`src/rtl/fifo_sync_param_pkg.sv`:
```
// Shared defaults and sizing helpers for fifo_sync_param.
// Lane-buffer instances in the tx path size themselves from here.
package fifo_sync_param_pkg;

  localparam int DEF_DATA_W = 6;
  localparam int DEF_ADDR_W = 2;
  localparam int DEF_AF_TH  = 3;
  localparam int DEF_AE_TH  = 1;

  function automatic int depth_of(input int aw);
    return 1 << aw;
  endfunction

  function automatic int count_w(input int aw);
    return aw + 1;
  endfunction

endpackage

```
`src/rtl/fifo_mem_array.sv`:
```
// FIFO storage: async clear, one write port, one async read port.
// Pointer and flag logic live in the parent.
module fifo_mem_array
  import fifo_sync_param_pkg::*;
#(
  parameter int data_width    = DEF_DATA_W,
  parameter int address_width = DEF_ADDR_W
) (
  input  logic                     clk,
  input  logic                     reset,
  input  logic                     wr_en,
  input  logic [address_width-1:0] wr_addr,
  input  logic [data_width-1:0]    wr_data,
  input  logic [address_width-1:0] rd_addr,
  output logic [data_width-1:0]    rd_data
);

  localparam int DEPTH = depth_of(address_width);

  logic [data_width-1:0] mem [DEPTH];

  always_ff @(posedge clk or negedge reset) begin
    if (!reset) begin
      for (int i = 0; i < DEPTH; i++) begin
        mem[i] <= '0;
      end
    end else if (wr_en) begin
      mem[wr_addr] <= wr_data;
    end
  end

  assign rd_data = mem[rd_addr];

endmodule

```
`src/rtl/fifo_sync_param.sv`:
```
// Single-clock parametrised FIFO with count, almost flags, sticky errors.
// Define FIFO_RDREG_EN for a registered (1-cycle) read data path.
module fifo_sync_param
  import fifo_sync_param_pkg::*;
#(
  parameter int data_width      = DEF_DATA_W,
  parameter int address_width   = DEF_ADDR_W,
  parameter int almost_full_th  = DEF_AF_TH,
  parameter int almost_empty_th = DEF_AE_TH
) (
  input  logic                   clk,
  input  logic                   reset,
  input  logic                   wr_enable,
  input  logic [data_width-1:0]  FIFO_data_in,
  input  logic                   rd_enable,
  output logic [data_width-1:0]  FIFO_data_out,
  output logic                   data_out_vld,
  output logic                   full,
  output logic                   empty,
  output logic                   almost_full,
  output logic                   almost_empty,
  output logic [address_width:0] fifo_count,
  output logic                   overflow_err,
  output logic                   underflow_err
);

  localparam int CW = count_w(address_width);
  localparam logic [CW-1:0] DEPTH_C = CW'(depth_of(address_width));
  localparam logic [CW-1:0] AF_C    = CW'(almost_full_th);
  localparam logic [CW-1:0] AE_C    = CW'(almost_empty_th);

  logic [address_width-1:0] wr_ptr;
  logic [address_width-1:0] rd_ptr;
  logic [CW-1:0]            count;
  logic [data_width-1:0]    rd_data;
  logic                     rd_acc;
  logic                     wr_acc;

  // Flags decode only the registered count.
  assign full         = (count == DEPTH_C);
  assign empty        = (count == '0);
  assign almost_full  = (count >= AF_C);
  assign almost_empty = (count <= AE_C);
  assign fifo_count   = count;

  // A read frees a slot, so a full FIFO may still take a write.
  assign rd_acc = rd_enable & ~empty;
  assign wr_acc = wr_enable & (~full | rd_acc);

  fifo_mem_array #(
    .data_width   (data_width),
    .address_width(address_width)
  ) u_mem (
    .clk    (clk),
    .reset  (reset),
    .wr_en  (wr_acc),
    .wr_addr(wr_ptr),
    .wr_data(FIFO_data_in),
    .rd_addr(rd_ptr),
    .rd_data(rd_data)
  );

  always_ff @(posedge clk or negedge reset) begin
    if (!reset) begin
      wr_ptr <= '0;
      rd_ptr <= '0;
      count  <= '0;
    end else begin
      if (wr_acc) wr_ptr <= wr_ptr + 1'b1;
      if (rd_acc) rd_ptr <= rd_ptr + 1'b1;
      case ({wr_acc, rd_acc})
        2'b10:   count <= count + 1'b1;
        2'b01:   count <= count - 1'b1;
        default: count <= count;
      endcase
    end
  end

  always_ff @(posedge clk or negedge reset) begin
    if (!reset) begin
      overflow_err  <= 1'b0;
      underflow_err <= 1'b0;
    end else begin
      if (wr_enable & full & ~rd_acc) overflow_err <= 1'b1;
      if (rd_enable & empty) underflow_err <= 1'b1;
    end
  end

`ifdef FIFO_RDREG_EN
  always_ff @(posedge clk or negedge reset) begin
    if (!reset) begin
      FIFO_data_out <= '0;
      data_out_vld  <= 1'b0;
    end else begin
      data_out_vld <= rd_acc;
      if (rd_acc) FIFO_data_out <= rd_data;
    end
  end
`else
  assign FIFO_data_out = rd_acc ? rd_data : '0;
  assign data_out_vld  = rd_acc;
`endif

endmodule

```
`config.mk`:
```
export PLATFORM = sky130hd
export DESIGN_NAME = fifo_sync_param
export DESIGN_NICKNAME = d
export VERILOG_FILES = /design/src/rtl/fifo_sync_param_pkg.sv /design/src/rtl/fifo_mem_array.sv /design/src/rtl/fifo_sync_param.sv
export SDC_FILE = /design/constraint.sdc
export NUM_CORES = 1
export LEC_CHECK = 0
export BUFFER_PORTS_ARGS = -buffer_cell sky130_fd_sc_hd__buf_2
export CORE_MARGIN = 2
export CORE_UTILIZATION = 40
export CTS_BUF_LIST = sky130_fd_sc_hd__clkbuf_16
export CTS_CLUSTER_DIAMETER = 120
export CTS_CLUSTER_SIZE = 24
export DETAILED_ROUTE_END_ITERATION = 12
export HOLD_SLACK_MARGIN = 0.06
export SLEW_MARGIN = 20
export SYNTH_ARGS = -nofsm -noshare
export SYNTH_HDL_FRONTEND = slang
export SYNTH_SLANG_ARGS = --single-unit
export TNS_END_PERCENT = 50
```
`constraint.sdc`:
```
create_clock -name clk -period 1.9 [get_ports clk]
set_input_delay 0.285 -clock clk [delete_from_list [all_inputs] [get_ports clk]]
set_output_delay 0.285 -clock clk [all_outputs]
set_load 0.1 [all_outputs]
```
==> results.ini <==
[status]
status=finished, violations left
violations=setup timing

[route]
first_pass_iters=4
drcViolationCount=0
vias=1162
totalWireLength_mm=3.526
ant_nets=0
viasPerCell=5.306
drt-wirelength-per-cell_um=16.10
drt_iter0_markers=27

[clock_tree]
clk_pin_slew_ns=0.05
cts_sinks=33
root_buffer=clkbuf_16
clock_path_buffers=2
htree_levels=2
worstSkewPairLatency_ns=0.27
cts_buffers=5
cts_tree=done

[finish]
area_growth_syn_to_layout_pct=30.86
final_nets=186
fillerInstances=365
seq_area_um2=834.6
antenna-diode-count=0
multiInputGateArea_um2=949.7
drive_gt1_share_pct=56.89

[sta]
fmax_mhz=524.0
hold_viol=0
rsz0062_at_grt=true
slew_viol_final=0
setup_viol=3
finalCritPeriodShare_pct=100.4
fin_skew_ns=0.003947
worstMarginPinSlew_ns=0.7436
fin_ws_ns=-0.008351
period_minus_slack_ns=1.908
slew-limit-headroom_pct=50.43

[yosys]
yosysWarningCount=0
synth_top_cell_by_area=dfrtp_1
synth-seq-cells=33
syn_nets=155
seq_area_frac_synth_pct=45.77
syn_inst=136
synth_top_area_share_pct=45.77
synthesis.area_um2=1804
yosysUniqueCellTypes=34
syn_area_per_cell_um2=13.27
synthTopCellsByArea=dfrtp_1 46%, mux2_2 16%, mux4_2 7.5%

[job]
drv_cap=0

[setup_path]
startpoint_type=flop
crit_type=flop to primary output
cp_slowest_stage_delay_ns=0.48
slowest_stage=mux4_2
path_max_fanout=7
critPathArrivalTime_ns=1.62
r2r_slack_ns=0.12
cp_common_cell=buf_12
crit_chain=buf_12 > mux4_2 > and3_4 > buf_12
crit_required_ns=1.62
rr_worst_depth=6
endpoint_kind=primary output

[global_routing]
grt_overflow=0
grt_pass1_vias=1204
grt_usage_pct=15.77
grt_max_degree=34
grt_pass1_wl_mm=6.120
antenna_found_initial=0

[floorplanning]
die_area_um2=5064
dieWidth_um=71.16
initial_utilization_pct=41.44
die_h_um=71.16
rows=24
io_pins=26
core_area_um2=4354

[place]
place_hpwl_mm=2.513
portBuffers=25
dp_slack_ns=0.1220
gp_congestion=0.8107

[worst_hold_path]
hold_class=primary input to async pin

[stage by stage]
step | TNS [ns] | std cells | hold WS [ns] | util [%] | instance area [µm²]
2_1_floorplan | -0.1976 | 136 | -0.01059 | - | 1886
3_3_place_gp | 0 | 209 | 0.3797 | 49.31 | 2147
3_5_place_dp | 0 | 209 | 0.3926 | 49.31 | 2147
4_1_cts | -0.07202 | 219 | 0.1049 | 53.97 | 2350
5_1_grt | -0.2701 | 219 | 0.1367 | 54.22 | 2361
6_report | -0.02325 | 219 | 0.08296 | 54.22 | 2361
[layout make-up]
class / instances / area share [%]
multi-input cells: 86 / 40.22
flip-flops and latches: 33 / 35.35
repair buffers: 31 / 13.83
clock buffers: 5 / 5.299
well taps: 52 / 2.756
inverters: 10 / 2.226
clock inverters: 2 / 0.3180
[metal layers]
layer / vias up / wire length, µm / GRT usage, %
li1: 544 / - / -
met1: 585 / 1583 / 20.99
met2: 27 / 1744 / 25.31
met3: 6 / 129 / 3.134
met4: 0 / 69 / 6.499
met5: - / 0 / 0
[registers in the layout, indices dropped and copies added, names as in the netlist]
| name | cells |
|---|---|
| rd_ptr | 2 |
| u_mem.mem | 24 |
| overflow_err | 1 |
| underflow_err | 1 |
| fifo_count | 3 |
| wr_ptr | 2 |
[cells by family after synthesis]
kind of cell / share of synthesized area, %
adder cells (fa/ha/maj): 6.866
flip-flops: 45.77
AND/OR/NAND/NOR: 11.37
multiplexers: 23.09
AO/OA/AOI/OAI: 5.409
buffers and inverters: 5.063
XOR/XNOR: 2.427
[synth_stat cells]
| master | instances |
|---|---|
| ha_1 | 9 |
| o21ai_0 | 5 |
| and2_1 | 1 |
| mux4_2 | 6 |
| o21bai_1 | 1 |
| and2b_2 | 1 |
| nor3_1 | 1 |
| a211oi_1 | 1 |
| nand3_2 | 2 |
| a32o_1 | 1 |
| mux2_2 | 25 |
| nor2b_1 | 2 |
| a21bo_2 | 1 |
| nand2b_1 | 1 |
| nand3_4 | 2 |
| clkbuf_1 | 2 |
| dfrtp_1 | 33 |
| nand3_1 | 1 |
| inv_1 | 10 |
| buf_2 | 1 |
| maj3_2 | 1 |
| xnor2_1 | 5 |
| nand3b_4 | 1 |
| and3_1 | 6 |
| nor4b_1 | 1 |
| and2b_1 | 1 |
| nand2_1 | 2 |
| buf_6 | 3 |
| nand2b_4 | 1 |
| nor2_1 | 3 |
| buf_4 | 1 |
| a21oi_1 | 3 |
| a21o_1 | 1 |
| a221oi_2 | 1 |
[final timing paths]
kind	startpoint	endpoint
worst max-delay path	rd_ptr[0]$_DFFE_PN0P_	FIFO_data_out[3]
worst min-delay path	reset	u_mem.mem[8]$_DFFE_PN0P_
worst max register to register	fifo_count[0]$_DFFE_PN0P_	u_mem.mem[5]$_DFFE_PN0P_
worst min register to register	underflow_err$_DFFE_PN0P_	underflow_err$_DFFE_PN0P_
max in group asynchronous	reset	fifo_count[0]$_DFFE_PN0P_
min in group clk	FIFO_data_in[2]	u_mem.mem[20]$_DFFE_PN0P_
[worst max-delay path: cells and delay by family, from the launching register on]
family / cells / cell delay, ns
buffers and inverters: 2 / 0.30
AND/OR/NAND/NOR: 1 / 0.20
multiplexers: 1 / 0.48
flip-flops: 1 / 0.37
[what timing repair did]
action                                  4_1_cts  5_1_grt
hold buffers                                  0        0
pin swaps                                     4        0
resized for setup                            13        3
buffers inserted                              3        0
endpoints found under the setup margin        8        9
[cells in the final DEF, fill, tap and decap left out, drive strengths merged]
| cell type | n |
|---|---|
| a211oi | 1 |
| a21bo | 1 |
| a21o | 1 |
| a21oi | 3 |
| a221oi | 1 |
| a32o | 1 |
| and2 | 1 |
| and2b | 2 |
| and3 | 6 |
| buf | 30 |
| clkbuf | 6 |
| clkinv | 1 |
| clkinvlp | 2 |
| dfrtp | 33 |
| ha | 9 |
| inv | 9 |
| maj3 | 1 |
| mux2 | 25 |
| mux4 | 6 |
| nand2 | 2 |
| nand2b | 2 |
| nand3 | 5 |
| nand3b | 1 |
| nor2 | 3 |
| nor2b | 2 |
| nor3 | 1 |
| nor4b | 1 |
| o21ai | 5 |
| o21bai | 1 |
| xnor2 | 5 |
Power is not shown: default switching activity piles up to over one toggle a cycle in this logic, so the estimate is an artifact.
